==> config.mk <==
export PLATFORM = sky130hd
export DESIGN_NAME = seg_counter_mux_flat
export DESIGN_NICKNAME = d
export VERILOG_FILES = /design/src/rtl/seg_pkg.sv /design/src/rtl/seg_counter_mux_if.sv /design/src/rtl/seg_counter_mux_key_debounce.sv /design/src/rtl/seg_counter_mux.sv /design/src/flat_wrapper.sv
export SDC_FILE = /design/constraint.sdc
export NUM_CORES = 1
export LEC_CHECK = 0
export ABC_AREA = 1
export CORE_ASPECT_RATIO = 1.4
export CORE_MARGIN = 5
export CORE_UTILIZATION = 50
export CTS_CLUSTER_SIZE = 24
export DETAILED_ROUTE_END_ITERATION = 10
export GPL_TIMING_DRIVEN = 0
export PLACE_DENSITY = 0.81
export SETUP_SLACK_MARGIN = 0.5
export SLEW_MARGIN = 0
export SYNTH_ARGS = -nofsm -noshare
export SYNTH_HDL_FRONTEND = slang
export SYNTH_HIERARCHICAL = 1
export SYNTH_SLANG_ARGS = --single-unit
==> constraint.sdc <==
create_clock -name sys_clk -period 1.8 [get_ports sys_clk]
set_clock_uncertainty 0.1 [all_clocks]
set_input_delay 0.36 -clock sys_clk [delete_from_list [all_inputs] [get_ports sys_clk]]
set_output_delay 0.36 -clock sys_clk [all_outputs]
set_load 0.03 [all_outputs]
==> src/rtl/seg_pkg.sv <==
// Shared constants for the segment counter: glyph table, digit maxima
// and the counter-width helper.
package seg_pkg;

  localparam logic [3:0] MAX_HEX = 4'hF;
  localparam logic [3:0] MAX_BCD = 4'd9;

  // Segment patterns indexed by nibble, bit order GFEDCBA, active-high.
  localparam logic [6:0] GLYPH [16] = '{
    7'b0111111, 7'b0000110, 7'b1011011, 7'b1001111,
    7'b1100110, 7'b1101101, 7'b1111101, 7'b0000111,
    7'b1111111, 7'b1101111, 7'b1110111, 7'b1111100,
    7'b0111001, 7'b1011110, 7'b1111001, 7'b1110001
  };

  function automatic int cnt_width(input int n);
    return (n < 2) ? 1 : $clog2(n);
  endfunction

endpackage

==> src/rtl/seg_counter_mux_if.sv <==
// Board-side signals of the segment counter: key/mode/clear in, LED and
// 7-segment pins out.
interface seg_counter_mux_if #(
  parameter int NUM_DIGITS = 4
);
  logic                  key;
  logic                  mode_bcd;
  logic                  clr;
  logic [2:0]            led;
  logic                  wrap;
  logic [NUM_DIGITS-1:0] scathod;
  logic [6:0]            ssegment;

  modport master (output key, mode_bcd, clr,
                  input  led, wrap, scathod, ssegment);
  modport slave  (input  key, mode_bcd, clr,
                  output led, wrap, scathod, ssegment);
endinterface

==> src/rtl/seg_counter_mux_key_debounce.sv <==
// Push-button conditioner: two-flop synchroniser, stability down-counter,
// debounced level and a one-cycle press pulse on a debounced 1->0 edge.
module key_debounce
  import seg_pkg::*;
#(
  parameter int DEBOUNCE_CYCLES = 65536
) (
  input  logic sys_clk,
  input  logic rst_n,
  input  logic key,
  output logic press
);
  localparam int CW = cnt_width(DEBOUNCE_CYCLES);
  localparam logic [CW-1:0] LOAD = CW'(DEBOUNCE_CYCLES - 1);

  logic          sync1;
  logic          sync2;
  logic          level;
  logic [CW-1:0] remain;
  logic          differ;
  logic          accept;

  // The level is accepted on the DEBOUNCE_CYCLES-th consecutive differing cycle.
  assign differ = sync2 != level;
  assign accept = differ && (remain == '0);
  assign press  = accept && !sync2;

  always_ff @(posedge sys_clk or negedge rst_n) begin
    if (!rst_n) begin
      sync1  <= 1'b1;
      sync2  <= 1'b1;
      level  <= 1'b1;
      remain <= LOAD;
    end else begin
      sync1 <= key;
      sync2 <= sync1;
      if (!differ || accept) remain <= LOAD;
      else                   remain <= remain - CW'(1);
      if (accept) level <= sync2;
    end
  end

endmodule

==> src/rtl/seg_counter_mux.sv <==
// Free-running multi-digit hex/BCD counter with run/pause key and a
// multiplexed, fully registered 7-segment scan driver.
module seg_counter_mux
  import seg_pkg::*;
#(
  parameter int NUM_DIGITS      = 4,
  parameter int TICK_DIV        = 4194304,
  parameter int SCAN_DIV        = 65536,
  parameter int DEBOUNCE_CYCLES = 65536
) (
  input  logic            sys_clk,
  input  logic            rst_n,
  seg_counter_mux_if.slave bus
);
  localparam int TW = cnt_width(TICK_DIV);
  localparam int SW = cnt_width(SCAN_DIV);
  localparam int IW = cnt_width(NUM_DIGITS);

  logic [TW-1:0] tick_cnt;
  logic          tick;
  logic [SW-1:0] scan_cnt;
  logic          scan_wrap;
  logic [IW-1:0] scan_idx;
  logic [3:0]    digit     [NUM_DIGITS];
  logic [3:0]    digit_inc [NUM_DIGITS];
  logic [3:0]    max_digit;
  logic          carry;
  logic          all_max;
  logic          mode_q;
  logic          mode_prev;
  logic          mode_chg;
  logic          press;

  key_debounce #(.DEBOUNCE_CYCLES(DEBOUNCE_CYCLES)) u_key (
    .sys_clk (sys_clk),
    .rst_n   (rst_n),
    .key     (bus.key),
    .press   (press)
  );

  assign tick      = tick_cnt == TW'(TICK_DIV - 1);
  assign scan_wrap = scan_cnt == SW'(SCAN_DIV - 1);
  assign mode_chg  = mode_q != mode_prev;

  // Ripple carry across digits; ">=" also folds any out-of-range digit back to 0.
  always_comb begin
    max_digit = mode_q ? MAX_BCD : MAX_HEX;
    carry     = 1'b1;
    for (int i = 0; i < NUM_DIGITS; i++) begin
      digit_inc[i] = digit[i];
      if (carry) digit_inc[i] = (digit[i] >= max_digit) ? 4'd0 : digit[i] + 4'd1;
      carry = carry && (digit[i] >= max_digit);
    end
    all_max = carry;
  end

  always_ff @(posedge sys_clk or negedge rst_n) begin
    if (!rst_n) begin
      tick_cnt  <= '0;
      scan_cnt  <= '0;
      scan_idx  <= '0;
      mode_q    <= 1'b0;
      mode_prev <= 1'b0;
      for (int i = 0; i < NUM_DIGITS; i++) digit[i] <= '0;
      bus.led      <= 3'b001;
      bus.wrap     <= 1'b0;
      bus.scathod  <= '1;
      bus.ssegment <= '0;
    end else begin
      tick_cnt  <= tick ? '0 : tick_cnt + TW'(1);
      mode_q    <= bus.mode_bcd;
      mode_prev <= mode_q;
      bus.wrap  <= 1'b0;

      if (bus.clr || mode_chg) begin
        for (int i = 0; i < NUM_DIGITS; i++) digit[i] <= '0;
      end else if (tick && bus.led[0]) begin
        digit    <= digit_inc;
        bus.wrap <= all_max;
      end

      if (tick) bus.led[2] <= ~bus.led[2];
      if (press) begin
        bus.led[1] <= ~bus.led[1];
        bus.led[0] <= ~bus.led[0];
      end

      scan_cnt <= scan_wrap ? '0 : scan_cnt + SW'(1);
      if (scan_wrap)
        scan_idx <= (scan_idx == IW'(NUM_DIGITS - 1)) ? '0 : scan_idx + IW'(1);
      bus.scathod  <= ~(NUM_DIGITS'(1) << scan_idx);
      bus.ssegment <= GLYPH[digit[scan_idx]];
    end
  end

endmodule

==> src/flat_wrapper.sv <==
// flat-port wrapper written by rule: the top's interface ports become plain ports
module seg_counter_mux_flat import seg_pkg::*;
#(
  parameter int NUM_DIGITS      = 4,
  parameter int TICK_DIV        = 4194304,
  parameter int SCAN_DIV        = 65536,
  parameter int DEBOUNCE_CYCLES = 65536
)
  (sys_clk, rst_n, bus_key, bus_mode_bcd, bus_clr, bus_led, bus_wrap, bus_scathod, bus_ssegment);
  seg_counter_mux_if #(.NUM_DIGITS(NUM_DIGITS)) bus_i ();
  input  logic sys_clk;
  input  logic rst_n;
  input wire logic [$bits(bus_i.key)-1:0] bus_key;
  input wire logic [$bits(bus_i.mode_bcd)-1:0] bus_mode_bcd;
  input wire logic [$bits(bus_i.clr)-1:0] bus_clr;
  output wire logic [$bits(bus_i.led)-1:0] bus_led;
  output wire logic [$bits(bus_i.wrap)-1:0] bus_wrap;
  output wire logic [$bits(bus_i.scathod)-1:0] bus_scathod;
  output wire logic [$bits(bus_i.ssegment)-1:0] bus_ssegment;
  assign bus_i.key = bus_key;
  assign bus_i.mode_bcd = bus_mode_bcd;
  assign bus_i.clr = bus_clr;
  assign bus_led = bus_i.led;
  assign bus_wrap = bus_i.wrap;
  assign bus_scathod = bus_i.scathod;
  assign bus_ssegment = bus_i.ssegment;
  seg_counter_mux #(.NUM_DIGITS(NUM_DIGITS), .TICK_DIV(TICK_DIV), .SCAN_DIV(SCAN_DIV), .DEBOUNCE_CYCLES(DEBOUNCE_CYCLES)) u_core (.sys_clk(sys_clk), .rst_n(rst_n), .bus(bus_i));
endmodule
==> results by group <==
Setup path
  • Crit path buf inv count: 6
  • WS Path Type: reg -> reg
  • Crit path largest cell delay: ~0.40 ns
  • CP endpoint kind: flip-flop
  • Critical Path AT: 2.09 ns
  • Crit path launch type: flip-flop
  • Cell Chain, Critical Path: buf_6, inv_1, nand2_1, nand3b_1, buf_4, inv_8, nand2_4, buf_12, buf_16, nand3_1, nand2_2
  • RR Endpoint: u_core/digit[1]
  • Flop-to-flop setup slack: -0.16 ns
  • Reg2reg path depth: 11
  • Critical Path RT: 1.93 ns
  • Reg-to-Reg Start: u_core/mode_q
  • Crit Path Max Fanout: 6
  • Worst path slowest cell: dfrtp_2
  • Delay-heaviest family, CP: buffers and inverters

Yosys
  • Yosys top cell area share: around 33%
  • Avg Cell Area, Syn: 7.90 um^2
  • Post-synth EDFFs: 0
  • Sequential fraction of the synthesis area: 45.6%
  • Post-Syn Nets: 679
  • Distinct cells, synth: 34
  • Main synth FF type: dfrtp_1
  • Cell Area, Synth: 0.00512 mm^2
  • Synth top area cells: dfrtp_1, nand2_1, dfstp_2, nor2_1, ha_1
  • Yosys top cell by area: dfrtp_1
  • Synth Warn #: 6
  • Synthesized instance count: 648
  • Synth async-reset ratio: between 90% and 100%
  • Synth Register Bits: 92

Timing
  • Final worst path period need: 1.96 ns
  • Fmax: 510 MHz
  • Slew @ Worst Pin: 0.407 ns
  • Slack of the critical path: -0.161 ns
  • Hold_ws: 0.267 ns
  • Slew Viols, Final: 0
  • RSZ-0062 raised after global routing: yes
  • Final hold vios: 0
  • Finish-stage setup viols: 25
  • Tcrit/Tclk final: 109%
  • Setup_tns: -1.97 ns
  • Relative slew slack: between 70% and 80%

Die
  • Die footprint: 0.0124 mm^2
  • Die H: 130 um
  • Core Footprint: between 0.009 and 0.01 mm^2
  • DIE WIDTH: 95.5 um
  • FP Rows: 43
  • Starting Density: 51.4%
  • Top Ports: 20

Power
  • Total power: between 4 and 5 mW
  • Peak VDD IR: 0.526 mV
  • Leakage power: 3.72 nW
  • PD cells: 606 mW/mm^2

GRT
  • Largest net degree at the start of global routing: 68
  • First-pass GRT wire length: between 20000 and 25000 um
  • Grt met3 use: 3.63%
  • Grt met1 use: between 20% and 30%
  • Initial antenna violation count: 0
  • Vias in the first global route: 5254
  • GRT overflow: 0
  • Grt met2 use: 46.4%
  • GRT Total Usage: 25.8%
  • Most Crowded Layer GR: met2

Routing
  • DR vias/cell: between 6 and 7
  • Via Count: between 5000 and 6000
  • DR WL/cell: around 23 um
  • Post-route ant nets: 0
  • Initial DRC count: 850
  • Iteration count of the initial detailed-routing pass: 9
  • Post-Route WL: 21000 um
  • DRC: 0

Cells and area
  • Share of layout cells above drive strength 1: 48.3%
  • Post-Layout Cell Count: 924
  • Fin util: 79.5%
  • Antenna Cells: 0
  • Area Overhead vs Synth: 54.5%
  • Nets: 815

Job
  • Max_cap viols: 0

Hold path
  • Hold depth: 0
  • Hold endpoint: u_core/u_key/sync2
  • Hold Path Origin: u_core/u_key/sync1
  • Min-delay worst type: reg -> reg

Place
  • Placed Cells: 803
  • Port bufs: 19
  • Placer congestion estimate: 0.883
  • Post-DP HPWL: about 7600 um

Clock network
  • CTS Sinks: 92
  • TritonCTS clock tree: done
  • CTS Buffer Depth: 2
  • Clock Latency Late Sink: 0.36 ns
  • CTS Buf Count: 9
  • Clock slew at reported path FFs: 0.08 ns
  • Clk root buf: clkbuf_16
  • H-tree levels: 3

Status
  • Outcome: complete, but fails checks
  • Failing checks: setup timing
routing by layer:
layer,share of wire (%),up-vias
li1,-,2319
met1,34,2690
met2,49,530
met3,8.2,191
met4,9.2,0
met5,0,-
report_power, final:
| group | switching (mW) | leakage [nW] | total (mW) | internal [mW] |
|---|---|---|---|---|
| logic | 0.350 | 2.44 | 0.608 | 0.258 |
| clock network | 0.917 | 0.148 | 1.99 | 1.07 |
| registers | 0.0732 | 1.13 | 2.20 | 2.12 |
state kept, by name, summed over array words and instances, names as in the netlist, 2 cells and up:
signal / flops
u_core/bus.led: 3
u_core/bus.scathod: 4
u_core/bus.ssegment: 7
u_core/digit: 16
u_core/scan_cnt: 16
u_core/scan_idx: 2
u_core/tick_cnt: 22
u_core/u_key/remain: 16
worst max-delay path by stage:
stage                       start                     end  cells after the start
3_3_place_gp                rst_n           u_core/mode_q                      1
3_5_place_dp              bus_clr         u_core/digit[8]                      7
2_1_floorplan  u_core/scan_idx[0]  u_core/bus.ssegment[3]                      9
5_1_grt        u_core/tick_cnt[5]     u_core/tick_cnt[19]                      8
6_report            u_core/mode_q         u_core/digit[1]                     11
4_1_cts         u_core/bus.led[0]              bus_led[0]                      1
cell type report:
class | count | area (um^2)
inverters | 82 | 338
clock inverters | 5 | 38.8
flip-flops and latches | 92 | 2340
repair buffers | 125 | 1270
fillers | 467 | 2040
well taps | 135 | 169
plain buffers | 5 | 63.8
multi-input cells | 469 | 3430
clock buffers | 11 | 264
per-stage QoR:
step                      worst slack [ns]  area [um^2]
after floorplan                     0.0345         5310
after global placement               -3.26         5670
after detailed placement            -0.276         5690
after CTS                           0.0131         7030
after global routing                -0.316         7910
final                               -0.161         7910
kinds of logic after synthesis:
group / Yosys count / synth area share [%]
adder cells (fa/ha/maj): 26 / 6.35
buffers and inverters: 87 / 6.84
XOR/XNOR: 30 / 5.13
AND/OR/NAND/NOR: 382 / 32.4
AO/OA/AOI/OAI: 31 / 3.74
flip-flops: 92 / 45.6
cells in the mapped netlist, drive strengths merged (5+ instances only):
master / n
a21oi: 7
buf: 5
dfrtp: 68
dfstp: 24
ha: 26
inv: 82
nand2: 192
nand3: 60
nand3b: 5
nand4: 8
nor2: 97
nor3: 14
o21ai: 14
or2: 5
xnor2: 10
xor2: 20
what timing repair did:
action                                 CTS  global route
endpoints found under the hold margin   17             0
setup endpoints to repair               94           165
cloned                                   4             1
gates resized for setup                226           151
buffers inserted                        58            41
hold buffers                             1             0
pin swaps                               32            62
cells in the final DEF, fill, tap and decap left out, types with 9 or more instances in the layout:
cell type and n:
ha_4 12, ha_1 11, nand2_2 49, nor2_1 57, inv_2 13, nand3_1 33
nand2_4 19, dfrtp_1 60, buf_4 59, dfstp_2 24, clkbuf_16 11, nor2_2 14
inv_1 61, nand3_2 20, nor2_4 26, buf_6 58, xor2_1 19, nand2_1 123
o21ai_2 9
(Power assumes the default switching activity.)
